<file path="src/rtl/dmg_link_peer_if.sv">
// User-side byte interface of the DMG link peer: tx byte in, rx byte out.
// Latency: none, wires only.
// Backpressure: tx_ready gates tx_valid; rx_valid is a one-cycle pulse with no ready.
interface dmg_link_peer_if;
  logic [7:0] tx_data;
  logic       tx_valid;
  logic       tx_ready;
  logic [7:0] rx_data;
  logic       rx_valid;

  // user / bench side
  modport master (output tx_data, tx_valid, input tx_ready, rx_data, rx_valid);
  // peer side
  modport slave  (input tx_data, tx_valid, output tx_ready, rx_data, rx_valid);
endinterface

</file>
<file path="src/rtl/dmg_link_peer.sv">
// Far end of the DMG serial cable: shifts a byte out on SI while shifting SO in; SCK slave or master.
// Latency: rx_valid pulses one clk after the synchronized 8th SCK rise; SCK edges seen SYNC_STAGES clk late.
// Backpressure: tx_ready low from byte load until its transfer completes. Option macro: DMG_LINK_PEER_ECHO_EN.
module dmg_link_peer #(
  parameter int CLK_DIV     = 256,
  parameter int SYNC_STAGES = 2
) (
  input  logic             clk,
  input  logic             reset,
  input  logic             master,
  dmg_link_peer_if.slave   lnk,
  input  logic             sck_in,
  output logic             sck_out,
  output logic             sck_oe,
  input  logic             sd_in,
  output logic             sd_out,
  output logic             busy
);

  localparam int DW = $clog2(CLK_DIV);

  typedef enum logic [1:0] {IDLE, SHIFT, DONE} state_t;

  state_t                 state_q, state_d;
  logic [SYNC_STAGES-1:0] sck_sync, sd_sync;
  logic                   sck_src, sck_prev, sck_rise, sck_fall, sd_s;
  logic [7:0]             tx_sr, rx_sr, rx_data_q;
  logic [3:0]             bit_cnt;
  logic                   rose;      // a rise has been seen since the last tx shift
  logic                   loaded;    // tx_sr holds a byte that has not been sent yet
  logic                   mst_q;     // mode latched at transfer start
  logic                   sck_gen;   // internally divided SCK for master mode
  logic [DW-1:0]          div_cnt;
  logic                   accept, done_ready;

`ifdef DMG_LINK_PEER_ECHO_EN
  logic                   echo_pend; // tx_sr holds an echoed byte
  // Echo alternates: a received byte is echoed once, and the byte that completes
  // the echo is not itself echoed, so the user side gets its turn again.
  assign done_ready = echo_pend;
`else
  assign done_ready = 1'b1;
`endif

  // In master mode the divided clock replaces the pad in the edge path.
  assign sck_src  = mst_q ? sck_gen : sck_sync[SYNC_STAGES-1];
  assign sd_s     = sd_sync[SYNC_STAGES-1];
  assign sck_rise = sck_src & ~sck_prev;
  assign sck_fall = ~sck_src & sck_prev;

  assign lnk.tx_ready = ((state_q == IDLE) && !loaded) || ((state_q == DONE) && done_ready);
  assign accept       = lnk.tx_valid & lnk.tx_ready;
  assign lnk.rx_data  = rx_data_q;
  assign sd_out       = tx_sr[7];
  assign sck_out      = sck_gen;

  // Pad synchronizers; idle-high line so they reset to 1.
  always_ff @(posedge clk) begin
    if (reset) begin
      sck_sync <= '1;
      sd_sync  <= '1;
    end else begin
      sck_sync <= {sck_sync[SYNC_STAGES-2:0], sck_in};
      sd_sync  <= {sd_sync[SYNC_STAGES-2:0], sd_in};
    end
  end

  // State register.
  always_ff @(posedge clk) begin
    if (reset) state_q <= IDLE;
    else       state_q <= state_d;
  end

  // Next state and status outputs.
  always_comb begin
    state_d      = state_q;
    busy         = 1'b0;
    sck_oe       = 1'b0;
    lnk.rx_valid = 1'b0;
    case (state_q)
      IDLE: begin
        // sck_in is ignored while master is selected
        if (master) begin
          if (accept || loaded) state_d = SHIFT;
        end else if (sck_fall) begin
          state_d = SHIFT;
        end
      end
      SHIFT: begin
        busy   = 1'b1;
        sck_oe = mst_q;
        if (sck_rise && (bit_cnt == 4'd7)) state_d = DONE;
      end
      DONE: begin
        busy         = 1'b1;
        lnk.rx_valid = 1'b1;
        state_d      = IDLE;
      end
      default: state_d = IDLE;
    endcase
  end

  // Shift registers, bit counter, SCK divider and tx byte bookkeeping.
  always_ff @(posedge clk) begin
    if (reset) begin
      sck_prev  <= 1'b1;
      tx_sr     <= 8'hFF;
      rx_sr     <= 8'h00;
      rx_data_q <= 8'hFF;
      bit_cnt   <= 4'd0;
      rose      <= 1'b0;
      loaded    <= 1'b0;
      mst_q     <= 1'b0;
      sck_gen   <= 1'b1;
      div_cnt   <= '0;
`ifdef DMG_LINK_PEER_ECHO_EN
      echo_pend <= 1'b0;
`endif
    end else begin
      sck_prev <= sck_src;
      case (state_q)
        IDLE: begin
          bit_cnt <= 4'd0;
          rose    <= 1'b0;
          if (accept) begin
            tx_sr  <= lnk.tx_data;
            loaded <= 1'b1;
          end
          // master start: first SCK edge is the fall right here
          if (master && (accept || loaded)) begin
            mst_q   <= 1'b1;
            sck_gen <= 1'b0;
            div_cnt <= '0;
          end
        end
        SHIFT: begin
          if (mst_q) begin
            if (div_cnt == DW'(CLK_DIV - 1)) begin
              div_cnt <= '0;
              sck_gen <= ~sck_gen;
            end else begin
              div_cnt <= div_cnt + DW'(1);
            end
          end
          if (sck_rise) begin
            rx_sr   <= {rx_sr[6:0], sd_s};
            bit_cnt <= bit_cnt + 4'd1;
            rose    <= 1'b1;
            if (bit_cnt == 4'd7) rx_data_q <= {rx_sr[6:0], sd_s};
          end else if (sck_fall && rose) begin
            // the transfer-opening fall does not shift: MSB is already on sd_out
            tx_sr <= {tx_sr[6:0], 1'b1};
            rose  <= 1'b0;
          end
        end
        DONE: begin
          mst_q   <= 1'b0;
          sck_gen <= 1'b1;
          div_cnt <= '0;
          tx_sr   <= 8'hFF;
          loaded  <= 1'b0;
`ifdef DMG_LINK_PEER_ECHO_EN
          if (!echo_pend) begin
            tx_sr     <= rx_data_q;
            loaded    <= 1'b1;
            echo_pend <= 1'b1;
          end else begin
            echo_pend <= 1'b0;
          end
`endif
          // accept only possible when done_ready, so it never collides with an echo load
          if (accept) begin
            tx_sr  <= lnk.tx_data;
            loaded <= 1'b1;
          end
        end
        default: ;
      endcase
    end
  end

endmodule

</file>
<file path="src/flat_wrapper.sv">
// flat-port wrapper written by rule: the top's interface ports become plain ports
module dmg_link_peer_flat 
#(
  parameter int CLK_DIV     = 256,
  parameter int SYNC_STAGES = 2
)
  (clk, reset, master, sck_in, sck_out, sck_oe, sd_in, sd_out, busy, lnk_tx_data, lnk_tx_valid, lnk_tx_ready, lnk_rx_data, lnk_rx_valid);
  dmg_link_peer_if lnk_i ();
  input  logic clk;
  input  logic reset;
  input  logic master;
  input  logic sck_in;
  output logic sck_out;
  output logic sck_oe;
  input  logic sd_in;
  output logic sd_out;
  output logic busy;
  input wire logic [$bits(lnk_i.tx_data)-1:0] lnk_tx_data;
  input wire logic [$bits(lnk_i.tx_valid)-1:0] lnk_tx_valid;
  output wire logic [$bits(lnk_i.tx_ready)-1:0] lnk_tx_ready;
  output wire logic [$bits(lnk_i.rx_data)-1:0] lnk_rx_data;
  output wire logic [$bits(lnk_i.rx_valid)-1:0] lnk_rx_valid;
  assign lnk_i.tx_data = lnk_tx_data;
  assign lnk_i.tx_valid = lnk_tx_valid;
  assign lnk_tx_ready = lnk_i.tx_ready;
  assign lnk_rx_data = lnk_i.rx_data;
  assign lnk_rx_valid = lnk_i.rx_valid;
  dmg_link_peer #(.CLK_DIV(CLK_DIV), .SYNC_STAGES(SYNC_STAGES)) u_core (.clk(clk), .reset(reset), .master(master), .lnk(lnk_i), .sck_in(sck_in), .sck_out(sck_out), .sck_oe(sck_oe), .sd_in(sd_in), .sd_out(sd_out), .busy(busy));
endmodule
</file>
<file path="config.mk">
export PLATFORM = sky130hd
export DESIGN_NAME = dmg_link_peer_flat
export DESIGN_NICKNAME = d
export VERILOG_FILES = /design/src/rtl/dmg_link_peer_if.sv /design/src/rtl/dmg_link_peer.sv /design/src/flat_wrapper.sv
export SDC_FILE = /design/constraint.sdc
export NUM_CORES = 1
export LEC_CHECK = 0
export CORE_MARGIN = 10
export CORE_UTILIZATION = 35
export CTS_CLUSTER_DIAMETER = 120
export CTS_CLUSTER_SIZE = 20
export DETAILED_ROUTE_END_ITERATION = 8
export GPL_TIMING_DRIVEN = 0
export PLACE_DENSITY_LB_ADDON = 0.08
export SLEW_MARGIN = 20
export SYNTH_ARGS = -nofsm -noshare
export SYNTH_HDL_FRONTEND = slang
export SYNTH_SLANG_ARGS = --single-unit
</file>
<file path="constraint.sdc">
create_clock -name clk -period 2.4 [get_ports clk]
set_input_delay 0.36 -clock clk [delete_from_list [all_inputs] [get_ports clk]]
set_output_delay 0.36 -clock clk [all_outputs]
set_load 0.05 [all_outputs]
</file>
==> results.toml, run 1 <==
[floorplanning]
initial_utilization_pct = 35.95
chipWidth_um = 100.5
io_pins = 28
die_span_in_y_um = 100.5
placement_rows = 29
fp.dieArea_um2 = 10110
core_box_area_um2 = 6314

[synthesis]
netlist_area_um2 = 2270
synthTopCellsByCount = "sky130_fd_sc_hd__dfxtp_1 (46), sky130_fd_sc_hd__a21oi_1 (28), sky130_fd_sc_hd__nor2_1 (26), sky130_fd_sc_hd__o21ai_0 (20), sky130_fd_sc_hd__mux2i_1 (15)"
yosysSeqAreaShare_pct = 40.57
yosysUniqueCellTypes = 46
ys_ff_latch = 46
synthTopCellsByArea = "sky130_fd_sc_hd__dfxtp_1 (41%), sky130_fd_sc_hd__mux2i_1 (6.6%), sky130_fd_sc_hd__a21oi_1 (6.2%), sky130_fd_sc_hd__o21ai_0 (4.4%), sky130_fd_sc_hd__nor2_1 (4.3%)"
asyncSetResetFlopFracSynth_pct = 0
yosysWarningCount = 0
postSynthCellCount = 268
synth.most_common_cell = "sky130_fd_sc_hd__dfxtp_1"
syn-num-nets = 289
synth-edff-count = 0
top_reg_cell_synth = "sky130_fd_sc_hd__dfxtp_1"
avgSynthCellArea_um2 = 8.469
yosys_top_cell_by_area = "sky130_fd_sc_hd__dfxtp_1"
yosys.area.top_type_share_pct = 40.57

[finish]
n_antenna_cell = 0
fin_cells = 378
area.growth.synth_to_final_pct = 21.00
multi_input_comb_area_um2 = 1245
drive_gt1_share_pct = 11.96
ff_latch_area_um2 = 920.9
final_net_count = 321
final_design_area_no_fill_um2 = 2746
nFillCells = 655

[hold_path]
hold_depth = 1
hold_path.class = "reg2reg"
min-delay-start = "u_core.sd_sync[0]"
holdPathEnd = "u_core.sd_sync[1]"

[clock_tree]
cts_setup_buffers = 0
tritoncts = "built"
cts_hold_fix_bufs = 0
cts-buffers-inserted = 5
cts_max_path_buffers = 2
cts.root.buffer_cell = "sky130_fd_sc_hd__clkbuf_8"
clkSinkCount = 46
clk_pin_slew_ps = 90
worst_skew_pair.late_latency_ps = 300
htreeDepth = 2

[detailed_routing]
antenna_left = 0
drt_first_pass_iters = 4
detail_route.iter0.violations = 97
route.detailed.wl_per_inst_um = 14.69
route.detailed.drc = 0
via_count = 1957
routed_wl_mm = 5.553
drt-vias-per-instance = 5.177

[global_route]
global_route.overflow_total = 0
maximum_number_of_pins_on_one_net_before_global_route_repair = 15
first_global_vias = 1842
grt_antenna_before_repair = 0
track_usage_pct = 11.31
grt_first_pass_wirelength_mm = 9.252

[timing]
final_setup_violation_count = 0
tightest_slew_ps = 558.0
report.final.hold_viol_count = 0
layout_worst_path_cycle_share_pct = 95.75
slew-limit-headroom_pct = 62.80
timing.final.ws_setup_ps = 102.1
fmax_ghz = 0.4352
skew_ps = 8.570
final-max-slew-violation-count = 0
rsz_0062_raised_after_global_routing = "false"
finalCriticalPeriod_ps = 2298
final.hold.worst_slack_ps = 413.6

[placed_design]
gp_congestion = 0.7469
placed_area_um2 = 2626
dpl.hpwl_mm = 3.850
numPlacedInstances = 371
place.port_buffers = 26
pre_cts_slack_ps = -531.3

[critical_path]
startpoint_type = "flop"
timing.critical_path.cells = "inv_1 -> ha_1 -> clkdlybuf4s50_1"
critPathSlowestCell = "sky130_fd_sc_hd__clkdlybuf4s50_1"
cell_depth_of_the_worst_flop_to_flop_path = 7
critPathCaptureType = "output pin"
critical-path-top-delay-family = "buffers and inverters"
r2r_slack_ps = 240
critical_path.max_fanout = 6
timing.critical_path.arrival_ps = 1940
regToRegStartpoint = "u_core.state_q[0]"
critical_path.n_buffers_inverters = 2
worst_r2r_endpoint = "u_core.tx_sr[7]"
setup.worst_path.class = "reg2out"
cp_data_required_time_ps = 2040
critical_path.max_stage_delay_ps = 850

[power]
max-vdd-ir-drop_v = 0.0004799
cellPowerDensity_nw_per_um2 = 888.9
p_leak_nw = 1.018

[flow_run]
drv.max_cap_violation_count = 0

[status]
outcome = "finished, final reports clean"
[flip-flops by register name, summed over array words and instances (netlist names), 2 cells and up]
register and count:
u_core.sd_sync 2, u_core.state_q 2, u_core.rx_sr 7, u_core.sck_sync 2
u_core.div_cnt 8, u_core.lnk.rx_data 8, u_core.bit_cnt 4, u_core.tx_sr 8
[cell families after synthesis]
family / synth area share (%)
buf+inv: 4.906
simple gates: 25.19
compound gates: 17.48
xor+xnor: 0.3860
fa+ha+maj: 3.859
flops: 40.57
mux: 7.607
[what timing repair did]
| action | CTS | global route |
|---|---|---|
| cloned | 0 | 0 |
| pin swaps | 0 | 0 |
| gates resized for setup | 12 | 5 |
| endpoints found under the setup margin | 2 | 11 |
[how the worst max path moves through the flow]
stage | slack (ps) | start | cells past startpoint | endpoint
finish | 100 | u_core.state_q[0] | 3 | lnk_rx_valid
global route | 8 | u_core.state_q[0] | 3 | lnk_rx_valid
CTS | 20 | u_core.state_q[1] | 6 | sck_oe
detailed placement | -530 | u_core.state_q[1] | 6 | sck_oe
global placement | -520 | u_core.state_q[1] | 6 | sck_oe
floorplan | 10 | u_core.state_q[0] | 5 | lnk_tx_ready
[cell type report]
class	count	area share, %
multi-input cells	197	45.33
flip-flops and latches	46	33.53
repair buffers	26	9.522
well taps	77	3.508
plain buffers	16	3.007
clock buffers	6	2.642
clock inverters	2	1.367
inverters	8	1.093
[through the flow]
| step | setup TNS, ps | power, mW | utilization (%) |
|---|---|---|---|
| final | 0 | 2.441 | 43.50 |
| after global routing | 0 | 2.600 | 43.50 |
| after CTS | 0 | 2.453 | 43.30 |
| after detailed placement | -654.9 | 1.861 | 41.60 |
| after global placement | -612.6 | 1.855 | 41.60 |
| after floorplan | 0 | 1.612 | - |
[metal layers]
layer  global-route usage [%]  share of wire [%]  vias up
li1                         -                  -     1001
met1                    14.95                 51      909
met2                    16.17                 41       37
met3                    4.115                6.2       10
met4                    4.565                1.9        0
met5                        0                  0        -
[placed cells by master, fill, tap and decap left out, types with 10 or more instances in the layout]
cell	count
sky130_fd_sc_hd__clkbuf_1	10
sky130_fd_sc_hd__nor2_1	26
sky130_fd_sc_hd__nor3_1	10
sky130_fd_sc_hd__mux2i_1	15
sky130_fd_sc_hd__o21ai_0	20
sky130_fd_sc_hd__a21oi_1	28
sky130_fd_sc_hd__clkdlybuf4s50_1	23
sky130_fd_sc_hd__nand2_1	13
sky130_fd_sc_hd__or2_2	12
sky130_fd_sc_hd__dfxtp_1	46
[power by group]
group	leakage, nW	total, mW	internal, mW	switching, mW
combinational	0.592	0.928	0.371	0.558
clock	0.0514	0.583	0.311	0.272
sequential	0.375	0.930	0.859	0.0715
Power figures use the tool's default switching activity.
==> run 2, diff against run 1 <==
- GPL_TIMING_DRIVEN: 0 -> unset
==> results.toml, run 2 (same netlist as run 1, synthesis figures left out) <==
[detailed_routing]
via_count = 1903
route.detailed.wl_per_inst_um = 13.84
routed_wl_mm = 5.119
antenna_left = 0
route.detailed.drc = 0
drt-vias-per-instance = 5.143
detail_route.iter0.violations = 112
drt_first_pass_iters = 4

[timing]
report.final.hold_viol_count = 0
rsz_0062_raised_after_global_routing = "false"
slew-limit-headroom_pct = 64.10
skew_ps = 13.14
timing.final.ws_setup_ps = 156.3
final-max-slew-violation-count = 0
finalCriticalPeriod_ps = 2244
tightest_slew_ps = 536.9
layout_worst_path_cycle_share_pct = 93.49
fmax_ghz = 0.4457
fin_setup_tns_ps = 0
final_setup_violation_count = 0

[finish]
area.growth.synth_to_final_pct = 20.07
n_antenna_cell = 0
final_net_count = 313
layout_commonest_cell = "sky130_fd_sc_hd__dfxtp_1"
layout.cells.most_common_list = "sky130_fd_sc_hd__dfxtp_1 (46), sky130_fd_sc_hd__a21oi_1 (28), sky130_fd_sc_hd__nor2_1 (26)"
drive_gt1_share_pct = 12.29
fin_cells = 370

[floorplanning]
placement_rows = 29
core_box_area_um2 = 6314
chipWidth_um = 100.5
initial_utilization_pct = 35.95
fp.dieArea_um2 = 10110
die_span_in_y_um = 100.5
io_pins = 28

[power]
switching_share_of_power_pct = 38.12
power.total_mw = 2.329
max-vdd-ir-drop_v = 0.0004068
register_share_of_total_power_pct = 39.8
p_sw_mw = 0.8880
cellPowerDensity_nw_per_um2 = 854.8
p_int_mw = 1.441
p_leak_nw = 1.005
combinationalPowerShare_pct = 39.2
power.clock.fraction_pct = 21.0

[clock_tree]
worst_skew_pair.late_latency_ps = 300
cts_max_path_buffers = 2
cts-buffers-inserted = 5
cts.root.buffer_cell = "sky130_fd_sc_hd__clkbuf_8"
cts_setup_buffers = 0
clkSinkCount = 46
htreeDepth = 2
clk_pin_slew_ps = 100
tritoncts = "built"
cts_hold_fix_bufs = 0
ctsResizeCount = 0

[status]
outcome = "finished, final reports clean"

[critical_path]
critPathCaptureType = "output pin"
startpoint_type = "flop"
critical_path.max_fanout = 6
cp_data_required_time_ps = 2040
timing.critical_path.arrival_ps = 1880
setup.worst_path.class = "reg2out"
r2r_slack_ps = 370

[global_route]
global_route.overflow_total = 0
grt_first_pass_wirelength_mm = 8.618
grt_antenna_before_repair = 0
first_global_vias = 1803
maximum_number_of_pins_on_one_net_before_global_route_repair = 46
track_usage_pct = 10.36

[flow_run]
drv.max_cap_violation_count = 0

[placed_design]
dpl.hpwl_mm = 3.438
numPlacedInstances = 362
gp_congestion = 0.8145
place.port_buffers = 27
pre_cts_slack_ps = 209.6

[hold_path]
hold_path.class = "reg2reg"
-- run 2: cell types whose count changed in the layout (fill, tap and decap cells not counted), moves of 2 or more --
cell,before,now
sky130_fd_sc_hd__clkbuf_1,10,0
sky130_fd_sc_hd__ha_2,2,0
sky130_fd_sc_hd__ha_1,5,7
sky130_fd_sc_hd__buf_12,0,3
sky130_fd_sc_hd__clkbuf_4,2,0
sky130_fd_sc_hd__buf_4,2,7
sky130_fd_sc_hd__clkbuf_2,2,0
-- run 2: final cells by class --
class | count | area (um2)
inverters | 8 | 30.03
repair buffers | 34 | 347.8
multi-input cells | 197 | 1237
clock inverters | 3 | 23.77
fillers | 646 | 3588
well taps | 77 | 96.34
flip-flops and latches | 46 | 920.9
clock buffers | 5 | 68.82
-- run 2: stage by stage --
| step | hold WS [ps] | util (%) | instance area (um2) |
|---|---|---|---|
| floorplan | 389.5 | - | 2270 |
| global placement | 392.9 | 41.70 | 2633 |
| detailed placement | 396.7 | 41.70 | 2633 |
| CTS | 412.6 | 43.16 | 2725 |
| global route | 437.6 | 43.16 | 2725 |
| finish | 411.8 | 43.16 | 2725 |
-- run 2: power by group through the flow --
| stage | clock network (mW) | registers, mW | logic [mW] |
|---|---|---|---|
| 2_1_floorplan | 0 | 0.973 | 0.638 |
| 3_5_place_dp | 0 | 0.946 | 0.922 |
| 5_1_grt | 0.545 | 0.944 | 1.01 |
| 3_3_place_gp | 0 | 0.947 | 0.921 |
| 6_report | 0.490 | 0.927 | 0.912 |
| 4_1_cts | 0.513 | 0.928 | 0.930 |
-- run 2: per-layer routing --
layer	routed length, um	vias up	GRT usage, %
met4	86	0	3.913
met5	0	-	0
li1	-	982	-
met2	2195	34	15.73
met3	322	7	3.978
met1	2514	880	12.95
-- run 2: path summary, 6_finish.rpt --
| kind | startpoint | to | cells past startpoint |
|---|---|---|---|
| hold / removal | u_core.sd_sync[0] | u_core.sd_sync[1] | 1 |
| hold reg to reg | u_core.sd_sync[0] | u_core.sd_sync[1] | 1 |
| setup / recovery | u_core.state_q[0] | lnk_rx_valid | 3 |
| setup reg to reg | u_core.state_q[1] | u_core.div_cnt[7] | 6 |
-- run 2: critical path, stage by stage, from the launching register on --
cell                              delay, ps
sky130_fd_sc_hd__dfxtp_1                350
sky130_fd_sc_hd__inv_1                  110
sky130_fd_sc_hd__ha_1                   280
sky130_fd_sc_hd__clkdlybuf4s50_1        850
